$ cat config.mk
export PLATFORM = sky130hd
export DESIGN_NAME = tinker_fetch_queue_flat
export DESIGN_NICKNAME = d
export VERILOG_FILES = /design/src/rtl/tinker_fetch_queue_if.sv /design/src/rtl/tinker_fetch_queue.sv /design/src/flat_wrapper.sv
export SDC_FILE = /design/constraint.sdc
export NUM_CORES = 1
export LEC_CHECK = 0
export ABC_AREA = 1
export ABC_CLOCK_PERIOD_IN_PS = 17400
export CORE_MARGIN = 3
export CORE_UTILIZATION = 45
export DETAILED_ROUTE_END_ITERATION = 12
export GPL_TIMING_DRIVEN = 0
export SYNTH_ARGS = -nofsm -noshare
export SYNTH_HDL_FRONTEND = slang
export SYNTH_SLANG_ARGS = --single-unit
$ cat constraint.sdc
create_clock -name clk -period 17.4 [get_ports clk]
set_clock_uncertainty 0.05 [all_clocks]
set_input_delay 2.61 -clock clk [delete_from_list [all_inputs] [get_ports clk]]
set_output_delay 2.61 -clock clk [all_outputs]
set_load 0.1 [all_outputs]
$ cat src/rtl/tinker_fetch_queue_if.sv
// Bundle of the fetch front-end signals: instruction-memory request/response,
// branch redirect, decode handshake, and a debug view of the internal counters.
interface tinker_fetch_queue_if;
    // Handshakes: a request transfers when imem_req && imem_gnt at a rising edge;
    // imem_rvalid is unconditional (one in-order response per grant); a queue
    // entry transfers to decode when instr_valid && instr_ready at a rising edge.
    logic        imem_req;
    logic [63:0] imem_addr;
    logic        imem_gnt;
    logic        imem_rvalid;
    logic [31:0] imem_rdata;
    logic        redirect;
    logic [63:0] redirect_pc;
    logic        instr_valid;
    logic [31:0] instr;
    logic [63:0] instr_pc4;
    logic        instr_ready;
    logic [4:0]  dbg_count;
    logic [4:0]  dbg_inflight;
    logic [4:0]  dbg_discard;
    logic        dbg_stopped;

    modport master (
        output imem_req, imem_addr, instr_valid, instr, instr_pc4,
        output dbg_count, dbg_inflight, dbg_discard, dbg_stopped,
        input  imem_gnt, imem_rvalid, imem_rdata, redirect, redirect_pc, instr_ready
    );

    modport slave (
        input  imem_req, imem_addr, instr_valid, instr, instr_pc4,
        input  dbg_count, dbg_inflight, dbg_discard, dbg_stopped,
        output imem_gnt, imem_rvalid, imem_rdata, redirect, redirect_pc, instr_ready
    );
endinterface

$ cat src/rtl/tinker_fetch_queue.sv
// Sequential instruction fetch with an in-order return queue and branch redirect.
// Optional halt-word stop is enabled by defining TINKER_FETCH_HALT_STOP_EN.
module tinker_fetch_queue #(
    parameter int          DEPTH        = 4,
    parameter logic [63:0] RESET_PC     = 64'h2000,
    parameter int          MAX_INFLIGHT = 4
) (
    input logic                  clk,
    input logic                  reset,
    tinker_fetch_queue_if.master bus
);
    localparam int PW = $clog2(DEPTH);
    localparam int CW = PW + 1;
    localparam int SW = CW + 1;
    localparam int TW = (MAX_INFLIGHT > 1) ? $clog2(MAX_INFLIGHT) : 1;

    logic [63:0]   fetch_pc_q, fetch_pc_d;
    logic [CW-1:0] count_q, count_d;
    logic [CW-1:0] inflight_q, inflight_d;
    logic [CW-1:0] discard_q, discard_d;
    logic [PW-1:0] rd_ptr_q, rd_ptr_d, wr_ptr_q, wr_ptr_d;
    logic [TW-1:0] tag_rd_q, tag_rd_d, tag_wr_q, tag_wr_d;
    logic          stopped_q, stopped_d;

    logic [31:0]   q_instr [DEPTH];
    logic [63:0]   q_pc4   [DEPTH];
    logic [63:0]   tag_mem [MAX_INFLIGHT];

    logic [SW-1:0] occ, credit;
    logic          req, fire, head_valid, deq;
    logic          rsp_stale, rsp_err, enq, pop_tag;
    logic [63:0]   rsp_pc;

    function automatic logic [TW-1:0] tag_next(input logic [TW-1:0] p);
        return (p == TW'(MAX_INFLIGHT - 1)) ? '0 : p + TW'(1);
    endfunction

    // Queue space is reserved at grant time, so a granted word always has a slot.
    assign occ        = SW'(count_q) + SW'(inflight_q);
    assign credit     = SW'(inflight_q) + SW'(discard_q);
    assign req        = !reset && !bus.redirect && !stopped_q &&
                        (occ < SW'(DEPTH)) && (credit < SW'(MAX_INFLIGHT));
    assign fire       = req && bus.imem_gnt;
    assign head_valid = (count_q != '0);
    assign deq        = head_valid && bus.instr_ready;
    assign rsp_stale  = bus.imem_rvalid && (bus.redirect || (discard_q != '0));
    assign rsp_err    = bus.imem_rvalid && !rsp_stale && (count_q == CW'(DEPTH));
    assign enq        = bus.imem_rvalid && !rsp_stale && !rsp_err;
    assign pop_tag    = rsp_stale || enq;
    assign rsp_pc     = tag_mem[tag_rd_q];

`ifdef TINKER_FETCH_HALT_STOP_EN
    logic halt_word;
    assign halt_word = (bus.imem_rdata[31:27] == 5'h0f) && (bus.imem_rdata[3:0] == 4'h0);
`endif

    always_comb begin
        fetch_pc_d = fetch_pc_q;
        count_d    = count_q;
        inflight_d = inflight_q;
        discard_d  = discard_q;
        rd_ptr_d   = rd_ptr_q;
        wr_ptr_d   = wr_ptr_q;
        stopped_d  = stopped_q;
        tag_wr_d   = fire    ? tag_next(tag_wr_q) : tag_wr_q;
        tag_rd_d   = pop_tag ? tag_next(tag_rd_q) : tag_rd_q;
        if (bus.redirect) begin
            // Everything still owed by memory becomes stale, minus what returns now.
            fetch_pc_d = bus.redirect_pc;
            count_d    = '0;
            rd_ptr_d   = wr_ptr_q;
            inflight_d = '0;
            discard_d  = discard_q + inflight_q + CW'(fire) - CW'(bus.imem_rvalid);
            stopped_d  = 1'b0;
        end else begin
            if (fire)      fetch_pc_d = fetch_pc_q + 64'd4;
            if (rsp_stale) discard_d  = discard_q - CW'(1);
            if (enq)       wr_ptr_d   = wr_ptr_q + PW'(1);
            if (deq)       rd_ptr_d   = rd_ptr_q + PW'(1);
            inflight_d = inflight_q + CW'(fire) - CW'(enq);
            count_d    = count_q + CW'(enq) - CW'(deq);
`ifdef TINKER_FETCH_HALT_STOP_EN
            if (enq && halt_word) stopped_d = 1'b1;
`endif
        end
`ifndef TINKER_FETCH_HALT_STOP_EN
        stopped_d = 1'b0;
`endif
    end

    always_ff @(posedge clk or posedge reset) begin
        if (reset) begin
            fetch_pc_q <= RESET_PC;
            count_q    <= '0;
            inflight_q <= '0;
            discard_q  <= '0;
            rd_ptr_q   <= '0;
            wr_ptr_q   <= '0;
            tag_rd_q   <= '0;
            tag_wr_q   <= '0;
            stopped_q  <= 1'b0;
        end else begin
            fetch_pc_q <= fetch_pc_d;
            count_q    <= count_d;
            inflight_q <= inflight_d;
            discard_q  <= discard_d;
            rd_ptr_q   <= rd_ptr_d;
            wr_ptr_q   <= wr_ptr_d;
            tag_rd_q   <= tag_rd_d;
            tag_wr_q   <= tag_wr_d;
            stopped_q  <= stopped_d;
        end
    end

    always_ff @(posedge clk) begin
        if (enq) begin
            q_instr[wr_ptr_q] <= bus.imem_rdata;
            q_pc4[wr_ptr_q]   <= rsp_pc + 64'd4;
        end
        if (fire) tag_mem[tag_wr_q] <= bus.imem_addr;
    end

    assign bus.imem_req     = req;
    assign bus.imem_addr    = fetch_pc_q;
    assign bus.instr_valid  = head_valid;
    assign bus.instr        = head_valid ? q_instr[rd_ptr_q] : '0;
    assign bus.instr_pc4    = head_valid ? q_pc4[rd_ptr_q] : '0;
    assign bus.dbg_count    = 5'(count_q);
    assign bus.dbg_inflight = 5'(inflight_q);
    assign bus.dbg_discard  = 5'(discard_q);
    assign bus.dbg_stopped  = stopped_q;
endmodule

$ cat src/flat_wrapper.sv
// flat-port wrapper written by rule: the top's interface ports become plain ports
module tinker_fetch_queue_flat 
#(
    parameter int          DEPTH        = 4,
    parameter logic [63:0] RESET_PC     = 64'h2000,
    parameter int          MAX_INFLIGHT = 4
)
  (clk, reset, bus_imem_req, bus_imem_addr, bus_instr_valid, bus_instr, bus_instr_pc4, bus_dbg_count, bus_dbg_inflight, bus_dbg_discard, bus_dbg_stopped, bus_imem_gnt, bus_imem_rvalid, bus_imem_rdata, bus_redirect, bus_redirect_pc, bus_instr_ready);
  tinker_fetch_queue_if bus_i ();
  input logic clk;
  input logic reset;
  output wire logic [$bits(bus_i.imem_req)-1:0] bus_imem_req;
  output wire logic [$bits(bus_i.imem_addr)-1:0] bus_imem_addr;
  output wire logic [$bits(bus_i.instr_valid)-1:0] bus_instr_valid;
  output wire logic [$bits(bus_i.instr)-1:0] bus_instr;
  output wire logic [$bits(bus_i.instr_pc4)-1:0] bus_instr_pc4;
  output wire logic [$bits(bus_i.dbg_count)-1:0] bus_dbg_count;
  output wire logic [$bits(bus_i.dbg_inflight)-1:0] bus_dbg_inflight;
  output wire logic [$bits(bus_i.dbg_discard)-1:0] bus_dbg_discard;
  output wire logic [$bits(bus_i.dbg_stopped)-1:0] bus_dbg_stopped;
  input wire logic [$bits(bus_i.imem_gnt)-1:0] bus_imem_gnt;
  input wire logic [$bits(bus_i.imem_rvalid)-1:0] bus_imem_rvalid;
  input wire logic [$bits(bus_i.imem_rdata)-1:0] bus_imem_rdata;
  input wire logic [$bits(bus_i.redirect)-1:0] bus_redirect;
  input wire logic [$bits(bus_i.redirect_pc)-1:0] bus_redirect_pc;
  input wire logic [$bits(bus_i.instr_ready)-1:0] bus_instr_ready;
  assign bus_imem_req = bus_i.imem_req;
  assign bus_imem_addr = bus_i.imem_addr;
  assign bus_instr_valid = bus_i.instr_valid;
  assign bus_instr = bus_i.instr;
  assign bus_instr_pc4 = bus_i.instr_pc4;
  assign bus_dbg_count = bus_i.dbg_count;
  assign bus_dbg_inflight = bus_i.dbg_inflight;
  assign bus_dbg_discard = bus_i.dbg_discard;
  assign bus_dbg_stopped = bus_i.dbg_stopped;
  assign bus_i.imem_gnt = bus_imem_gnt;
  assign bus_i.imem_rvalid = bus_imem_rvalid;
  assign bus_i.imem_rdata = bus_imem_rdata;
  assign bus_i.redirect = bus_redirect;
  assign bus_i.redirect_pc = bus_redirect_pc;
  assign bus_i.instr_ready = bus_instr_ready;
  tinker_fetch_queue #(.DEPTH(DEPTH), .RESET_PC(RESET_PC), .MAX_INFLIGHT(MAX_INFLIGHT)) u_core (.clk(clk), .reset(reset), .bus(bus_i));
endmodule
## Word-level counts from Yosys, hierarchy flattened

Memories as Yosys holds them, arrays and structs flattened.
Cells that the tools add are included.

| word-level totals | value |
|---|---|
| flip-flop bits (word level) | 81 |
| memory bits (writable) | 640 |
| input port bits | 102 |
| output and inout port bits | 178 |
| memories kept | 3 |

| cells by class | value |
|---|---|
| $add $sub $neg | 16 |
| order comparisons | 2 |
| eq/ne operators | 3 |
| muxes and demuxes | 16 |
| bitwise operators | 1 |
| reduce and logical (&&, ||, !) cells | 21 |

Memory list:

| name | words | bits a word | rd ports | clocked after memory_dff | write ports | RTL line | source |
|---|---|---|---|---|---|---|---|
| u_core.q_pc4 | 4 | 64 | 1 | 0 | 1 | tinker_fetch_queue.sv:26 | `logic [63:0] q_pc4 [DEPTH];` |
| u_core.tag_mem | 4 | 64 | 1 | 0 | 1 | tinker_fetch_queue.sv:27 | `logic [63:0] tag_mem [MAX_INFLIGHT];` |
| u_core.q_instr | 4 | 32 | 1 | 0 | 1 | tinker_fetch_queue.sv:25 | `logic [31:0] q_instr [DEPTH];` |

Operators with widths:

| kind | number |
|---|---|
| 64-bit two-way mux | 3 |
| 64-bit by 3-bit adder with 64-bit output, second input constant | 2 |
| 32-bit two-way mux | 1 |
| 3-bit two-way mux | 4 |
| 3-bit by 1-bit adder with 3-bit output | 3 |
| 1-bit logical AND | 9 |
| 3-bit by 1-bit subtractor with 3-bit output | 3 |
| 2-bit by 1-bit adder with 2-bit output, second input constant | 4 |
| 3-bit by 3-bit adder with 4-bit output | 2 |
| 4-bit by 3-bit < comparator with 1-bit output, second input constant | 2 |
| 2-bit two-way mux | 4 |
| 2-bit nonzero test | 3 |
| 3-bit nonzero test | 2 |
| 2-bit equality test, second input constant | 2 |
| 1-bit zero test | 4 |
| 1-bit two-way mux | 4 |
| 3-bit adder | 1 |
| 3-bit equality test, second input constant | 1 |
| 3-bit by 1-bit subtractor with 3-bit output, second input constant | 1 |
| 1-bit logical OR | 2 |
| 2-bit AND reduction | 1 |
| 1-bit inverter | 1 |

## Longest topological paths before layout

Gate-level depths: netlist of the first run.

| logic depth | value |
|---|---|
| depth after elaboration | 11 |
| gate-level depth with buffers | 16 |
| depth with buffers taken out | 14 |

## Worst setup path before layout of the first run

No wires, ideal clock.

| timing | value |
|---|---|
| path kind | input to register |
| start | input port bus_redirect |
| end | memory u_core.q_instr[0][0] (enable) |
| library setup time | 0.552 ns |
| data arrival time | 7.233 ns |
| data required time | 16.798 ns |
| setup slack | 9.566 ns |
| cell stages on the path | 5 |
| path buffers | 0 |
| cells stage by stage | inv_1 nand3_1 nor2_1 inv_1 nor2_1 |

| between the ends | value |
|---|---|
| longest elaborated chain between the ends | 9 |

Ends and longest elaborated chain:

| what | RTL line | source |
|---|---|---|
| from (decl) | flat_wrapper.sv:24 | `input wire logic [$bits(bus_i.redirect)-1:0] bus_redirect;` |
| 1-bit logical OR (*) | tinker_fetch_queue.sv:46 | `assign rsp_stale = bus.imem_rvalid && (bus.redirect \|\| (discard_q != '0));` |
| 1-bit logical AND (*) | tinker_fetch_queue.sv:46 |  |
| 1-bit zero test (*) | tinker_fetch_queue.sv:47, tinker_fetch_queue.sv:48 |  |
| 1-bit logical AND (*) | tinker_fetch_queue.sv:47, tinker_fetch_queue.sv:48 |  |
| 1-bit logical AND | tinker_fetch_queue.sv:47 | `assign rsp_err = bus.imem_rvalid && !rsp_stale && (count_q == CW'(DEPTH));` |
| 1-bit zero test | tinker_fetch_queue.sv:48 | `assign enq = bus.imem_rvalid && !rsp_stale && !rsp_err;` |
| 1-bit logical AND (*) | tinker_fetch_queue.sv:48 |  |
| 1-bit two-way mux (*) | tinker_fetch_queue.sv:116 | `if (enq) begin` |
| 1-bit two-way mux (implied by the code) (*) | tinker_fetch_queue.sv:117 | `q_instr[wr_ptr_q] <= bus.imem_rdata;` |
| to (decl) | tinker_fetch_queue.sv:25 |  |

Every way passes the cells marked *; elsewhere a longest branch is shown, timed or not.

## Final worst setup path of the first run

| timing | value |
|---|---|
| start | register u_core.rd_ptr_q[0] |
| end | output port bus_instr_pc4[34] |

| between the ends | value |
|---|---|
| longest elaborated chain between the ends | 2 |

Ends and longest elaborated chain:

| what | RTL line | source |
|---|---|---|
| from (decl) | tinker_fetch_queue.sv:21 | `logic [PW-1:0] rd_ptr_q, rd_ptr_d, wr_ptr_q, wr_ptr_d;` |
| from (signal assigned) | tinker_fetch_queue.sv:107 | `rd_ptr_q <= rd_ptr_d;` |
| memory read 4 x 64 bit | - |  |
| 64-bit two-way mux | tinker_fetch_queue.sv:127 | `assign bus.instr_pc4 = head_valid ? q_pc4[rd_ptr_q] : '0;` |
| to (decl) | flat_wrapper.sv:16 | `output wire logic [$bits(bus_i.instr_pc4)-1:0] bus_instr_pc4;` |

No other way between the ends.

==> reports/metrics.cfg, run 1 <==
[drt]
wl_per_cell_um=20.7
post-route-drc-count=0
drtPass1Iterations=5
vias_per_cell=5.21
routed_wl_mm=99.2
first_iter_violations=1967
vias=25000
drtAntennaViolNets=0

[critical_path]
cp_max_fo=10
cpMaxStageDelayCell=clkdlybuf4s50_1
critical_path_class=reg2out
r2r.worst_path.cells=15
start_kind=flop
endpoint_kind=output pin
path_common_cell=clkbuf_1
crit_arrival_ps=4640
required_ps=14740
crit_chain=clkbuf_1 -> clkbuf_1 -> clkbuf_1 -> nor2_1 -> nor2_1 -> o21ai_0 -> a21oi_1 -> clkdlybuf4s50_1
slowest_delay_ps=1210

[min_path]
min_delay_path_depth=1
hp-class=reg2reg

[clock_tree]
cts.clk_slew.worst_paths_ps=60
cts.repair.resized=0
cts_setup_buffers=0
root_buffer=clkbuf_16
cts_tree=yes
clockBufferDepth=3
clk_latency_ps=630
cts.sink_count=721
htree_num_levels=3
hold_buffers=0
numCtsBuffers=77

[power_and_ir_drop]
p_leak_uw=0.0148
total_power_uw=7590
power_density_nw_per_um2=189
peakVddDrop_mv=0.160

[flow_run]
cap_violations=0

[logic_synthesis]
synthesis.area_um2=33200
synthFlopType=edfxtp_1
synth_seq_cells=721
synth_cell_types=39
synthArstFlopShare_pct=11.2
synth.avg_cell_area_um2=9.75
synth-edff-count=640
ys_seq_area_share_pct=64.0
ys_warn_count=0
netlist_instances=3405

[sta]
fmax_mhz=137
fin_crit_sh_pct=42.0
finalHoldViolations=0
setup_viol=0
tightest_slew_ps=1160
min_period_ps=7300
slew_viol_final=0
slew_headroom_pct=22.5
tns_ps=0
rsz0062_at_grt=false

[grt]
grt_max_degree=46
grt_pass1_wl_mm=148
track_usage_pct=25.5
grt_pass1_vias=24000
antenna_found_initial=0
globalRouteOverflowTotal=0

[place]
gp_congestion=0.962
hpwl_mm=72.3
placed_cell_area_um2=37700
port_buffers=272

[finish]
fin_area_um2=40200
layout_commonest_cell=nand2_1
most-common-layout-cells=nand2_1 (924), edfxtp_1 (640), nor2_1 (637)
syn_to_final_growth_pct=21.1
drive_gt1_share_pct=5.96
final_nets=3914

[floorplanning]
dieWidth_um=278
core-area_um2=72300
core.rowCount=98
io_pins=280
die_y_um=278
die-area_um2=77100
start_util_pct=45.9

[run_status]
status=complete, no violations

-- flip-flops by register name, summed over array words and instances (netlist names) --
| name | flops |
|---|---|
| u_core.rd_ptr_q | 2 |
| u_core.tag_rd_q | 2 |
| u_core.q_instr | 128 |
| u_core.q_pc4 | 256 |
| u_core.bus.imem_addr | 64 |
| u_core.discard_q | 3 |
| u_core.tag_mem | 256 |
| u_core.tag_wr_q | 2 |
| u_core.count_q | 3 |
| u_core.wr_ptr_q | 2 |
| u_core.inflight_q | 3 |
-- where the power goes --
part	switching (µW)	internal, µW
Combinational	2880	835
Sequential	119	2140
Clock	683	927
Total	3690	3900
-- layer usage --
layer / vias to the layer above / routed length [µm] / global-route usage [%]
li1: 12200 / - / -
met1: 11800 / 41400 / 33.1
met2: 802 / 48200 / 43.4
met3: 178 / 5240 / 3.10
met4: 0 / 4260 / 10.9
met5: - / 0 / 0
-- logic make-up (layout without fill, tap and decap cells) --
group                      Yosys count  count (layout)  share of synthesized area [%]
AOI/OAI and AO/OA                  374             374                           5.99
xor gates and xnor gates            75              75                           1.98
adders and majority gates           27              27                           1.11
buffers and inverters              327             761                           4.23
DFF                                721             721                           64.0
other                                1               8                         0.0113
and+or+nand+nor                   1880            1880                           22.7
-- cell type report --
class	instances	area (µm²)
fill	6374	32100
sequential	721	21200
multi-input combinational	2363	10600
timing repair buffer	295	3210
clock buffer	98	2030
tap	950	1190
buffer	150	737
inverter	177	672
clock inverter	41	489
antenna	1	2.50
-- synthesized netlist by cell type, types with 2 or more instances --
library cell | number | area (µm²)
nand2_1 | 924 | 3470
nor2_1 | 645 | 2420
edfxtp_1 | 640 | 19200
o21ai_0 | 223 | 1120
nand3_1 | 222 | 1110
inv_1 | 173 | 649
a21oi_1 | 105 | 526
dfrtp_1 | 80 | 2000
clkbuf_1 | 78 | 293
xor2_1 | 64 | 561
nor3_1 | 33 | 165
buf_2 | 25 | 125
nand4_1 | 24 | 150
o211ai_1 | 24 | 180
ha_1 | 23 | 288
buf_4 | 20 | 150
buf_1 | 18 | 67.6
nor2_2 | 18 | 113
xnor2_1 | 11 | 96.3
o21bai_1 | 10 | 75.1
buf_6 | 9 | 101
o221ai_1 | 5 | 43.8
fa_1 | 4 | 80.1
nor2_4 | 4 | 45.0
or2_2 | 4 | 25.0
a31oi_1 | 2 | 12.5
clkinv_1 | 2 | 7.51
nand2_2 | 2 | 12.5
nand3b_1 | 2 | 15.0
o22ai_1 | 2 | 12.5
-- worst paths after layout --
check,from,endpoint,slack (ps)
setup / recovery,u_core.rd_ptr_q[0]$_DFFE_PP0P_,bus_instr_pc4[34],10100
hold / removal,u_core.wr_ptr_q[0]$_DFFE_PP0P_,u_core.wr_ptr_q[0]$_DFFE_PP0P_,480
setup reg to reg,u_core.inflight_q[1]$_DFF_PP0_,u_core.discard_q[2]$_DFFE_PP0P_,13010
hold reg to reg,u_core.wr_ptr_q[0]$_DFFE_PP0P_,u_core.wr_ptr_q[0]$_DFFE_PP0P_,480
max in group asynchronous,reset,u_core.bus.imem_addr[13]$_DFFE_PP1N_,14160
min in group asynchronous,reset,u_core.count_q[2]$_DFF_PP0_,2410
-- through the flow --
stage | hold slack, ps | utilization [%] | instances | worst slack, ps
2_1_floorplan | 444 | - | 3411 | 9570
5_1_grt | 525 | 55.6 | 4795 | 9810
3_5_place_dp | 470 | 52.1 | 4656 | 10110
4_1_cts | 483 | 55.6 | 4795 | 9970
6_report | 482 | 55.6 | 4796 | 10100
3_3_place_gp | 467 | 51.3 | 4633 | 5470
-- worst max-delay path: cells and delay by family (launching register included) --
| kind | cells | cell delay, ps |
|---|---|---|
| buf+inv | 4 | 3040 |
| simple gates | 2 | 190 |
| compound gates | 2 | 440 |
| flops | 1 | 320 |
(Power assumes the default switching activity.)
==> inputs of run 2 (changes only) <==
--- a/config.mk
+++ b/config.mk
@@ -6,7 +6,7 @@
 export NUM_CORES = 1
 export LEC_CHECK = 0
 export ABC_AREA = 1
-export ABC_CLOCK_PERIOD_IN_PS = 17400
+export ABC_CLOCK_PERIOD_IN_PS = 7560
 export CORE_MARGIN = 3
 export CORE_UTILIZATION = 45
 export DETAILED_ROUTE_END_ITERATION = 12
==> constraint.sdc (replaced) <==
create_clock -name clk -period 7.56 [get_ports clk]
set_clock_uncertainty 0.05 [all_clocks]
set_input_delay 1.134 -clock clk [delete_from_list [all_inputs] [get_ports clk]]
set_output_delay 1.134 -clock clk [all_outputs]
set_load 0.1 [all_outputs]
==> results of run 2 <==
The final DEF is identical to that of run 1. Status: complete, no violations.
Main changes from that run: setup slack after placement 10110 ps -> 2300 ps; setup slack after layout 10100 ps -> 1740 ps; register-to-register setup slack 13010 ps -> 3170 ps; total power 7590 µW -> 17500 µW; worst IR drop on VDD 0.160 mV -> 0.367 mV
==> inputs of run 3 (changes only) <==
--- a/config.mk
+++ b/config.mk
@@ -6,11 +6,12 @@
 export NUM_CORES = 1
 export LEC_CHECK = 0
 export ABC_AREA = 1
-export ABC_CLOCK_PERIOD_IN_PS = 7560
+export ABC_CLOCK_PERIOD_IN_PS = 4700
 export CORE_MARGIN = 3
 export CORE_UTILIZATION = 45
 export DETAILED_ROUTE_END_ITERATION = 12
 export GPL_TIMING_DRIVEN = 0
+export PLACE_DENSITY = 0.67
 export SYNTH_ARGS = -nofsm -noshare
 export SYNTH_HDL_FRONTEND = slang
 export SYNTH_SLANG_ARGS = --single-unit
==> constraint.sdc (replaced) <==
create_clock -name clk -period 4.7 [get_ports clk]
set_clock_uncertainty 0.05 [all_clocks]
set_input_delay 0.705 -clock clk [delete_from_list [all_inputs] [get_ports clk]]
set_output_delay 0.705 -clock clk [all_outputs]
set_load 0.1 [all_outputs]
==> run 3 against run 2 <==
Net effect:
- via count increased by 0.81%
- cell count is essentially flat
- total power rose by 58%
- die area stayed put
- clock power rose by 55%
- non-clock buffer count grew 1
- worst setup slack got worse by 1600 ps
==> reports/metrics.cfg, run 3 (synthesis results as in run 1) <==
[sta]
hold_ws_ps=446
finalHoldViolations=0
setup_viol=0
tightest_slew_ps=1040
fmax_mhz=219
slew_viol_final=0
min_period_ps=4560
fin_crit_sh_pct=97.1
rsz0062_at_grt=false
slew_headroom_pct=30.2

[clock_tree]
cts.repair.resized=278
cts_tree=yes
htree_num_levels=3
root_buffer=clkbuf_16
cts.sink_count=721
clockBufferDepth=3
hold_buffers=0
numCtsBuffers=76
clk_latency_ps=620
cts.clk_slew.worst_paths_ps=60
cts_setup_buffers=0

[floorplanning]
io_pins=280
dieWidth_um=278
die-area_um2=77100
core-area_um2=72300
start_util_pct=45.9
core.rowCount=98
die_y_um=278

[power_and_ir_drop]
p_leak_uw=0.0148
power_density_nw_per_um2=689
total_power_uw=27700
peakVddDrop_mv=0.653

[finish]
most-common-layout-cells=nand2_1 (924), edfxtp_1 (640), nor2_1 (636)
fin_area_um2=40200
n_antenna_cell=0
layout_commonest_cell=nand2_1
top_regs=u_core.q_pc4: 256 flops, u_core.tag_mem: 256 flops, u_core.q_instr: 128 flops
final_nets=3914
syn_to_final_growth_pct=21.0
fillCellCount=6296
drive_gt1_share_pct=8.40

[critical_path]
critPathTopFamily=buffers and inverters
crit_chain=clkbuf_1 -> clkbuf_1 -> clkbuf_1 -> nor2_1 -> nor2_1 -> o21ai_0 -> a21oi_1 -> clkdlybuf4s15_2
cp_max_fo=10
critical_path_class=reg2out
start_kind=flop
endpoint_kind=output pin
cpMaxStageDelayCell=clkbuf_1
slowest_delay_ps=690
required_ps=3940
crit_buf_inv=4
crit_arrival_ps=3810
path_common_cell=clkbuf_1

[drt]
drtPass1Iterations=6
vias=25200
post-route-drc-count=0
drtAntennaViolNets=0
wl_per_cell_um=20.2
vias_per_cell=5.25
first_iter_violations=2245
routed_wl_mm=97.0

[grt]
antenna_found_initial=0
grt_max_degree=50
met2_usage_pct=42.3
grt_pass1_wl_mm=145
use_met1_pct=32.2
globalRouteOverflowTotal=0
use_met3_pct=3.35
track_usage_pct=24.9
grt_pass1_vias=24500
grt_busiest_layer=met2

[run_status]
status=complete, no violations

[min_path]
hp-class=in2async

[flow_run]
cap_violations=0

[place]
gp_congestion=0.926
hpwl_mm=70.6
placed_cell_area_um2=37700
port_buffers=272

==> run 3: changes by cell type in the layout (fill, tap and decap cells not counted), sizes merged <==
cell,before,now
clkdlybuf4s50,272,176
clkdlybuf4s15,0,87
clkinv,27,37
clkinvlp,9,0
clkbuf,176,182
buf,95,96
bufinv,6,5
diode,1,0
inv,176,177
==> run 3: cell type report <==
type / count / area (µm²) / area share [%]
Clock buffer: 95 / 2020 / 5.02
Multi-Input combinational cell: 2363 / 10600 / 26.5
Clock inverter: 42 / 360 / 0.897
Buffer: 150 / 738 / 1.84
Tap cell: 950 / 1190 / 2.96
Inverter: 177 / 672 / 1.67
Sequential cell: 721 / 21200 / 52.9
Timing Repair Buffer: 296 / 3310 / 8.24
==> run 3: layer usage <==
layer,share of wire (%),up-vias
li1,-,12200
met1,41,11900
met2,49,966
met3,6.4,170
met4,4.1,0
met5,0,-
==> run 3: final timing paths <==
| path | start | to | slack, ps | cells past startpoint |
|---|---|---|---|---|
| setup / recovery | u_core.rd_ptr_q[0]$_DFFE_PP0P_ | bus_instr_pc4[44] | 140 | 8 |
| hold / removal | reset | u_core.rd_ptr_q[0]$_DFFE_PP0P_ | 450 | 2 |
| setup reg to reg | u_core.inflight_q[1]$_DFF_PP0_ | u_core.discard_q[2]$_DFFE_PP0P_ | 520 | 15 |
| hold reg to reg | u_core.wr_ptr_q[0]$_DFFE_PP0P_ | u_core.wr_ptr_q[0]$_DFFE_PP0P_ | 500 | 1 |
| max in group asynchronous | reset | u_core.bus.imem_addr[13]$_DFFE_PP1N_ | 3440 | 3 |
| min in group clk | u_core.wr_ptr_q[0]$_DFFE_PP0P_ | u_core.wr_ptr_q[0]$_DFFE_PP0P_ | 500 | 1 |
==> run 3: worst reg2reg max path, stage by stage, from the launching register on <==
cell	delay, ps
dfrtp_1	490
inv_1	80
ha_1	280
inv_1	60
o21ai_0	140
nand2_1	70
nand2_1	60
inv_1	40
nand2_1	460
clkinv_1	580
clkbuf_1	440
fa_1	520
fa_1	390
xnor2_1	170
nand2_1	70
a22oi_1	180
==> run 3: where the power goes <==
part	internal (µW)	leakage, µW	switching [µW]
clock network	3330	0.00118	2420
registers	7930	0.00675	451
logic	2920	0.00691	10600
==> run 3: through the flow <==
step,std cells,setup slack [ps],setup TNS [ps],util (%)
CTS,4794,-154,-154,55.6
finish,4794,136,0,55.5
floorplan,3411,-1570,-670520,-
global placement,4633,-5110,-2086360,51.4
global route,4794,2.37,0,55.5
detailed placement,4657,-40.4,-176,52.2
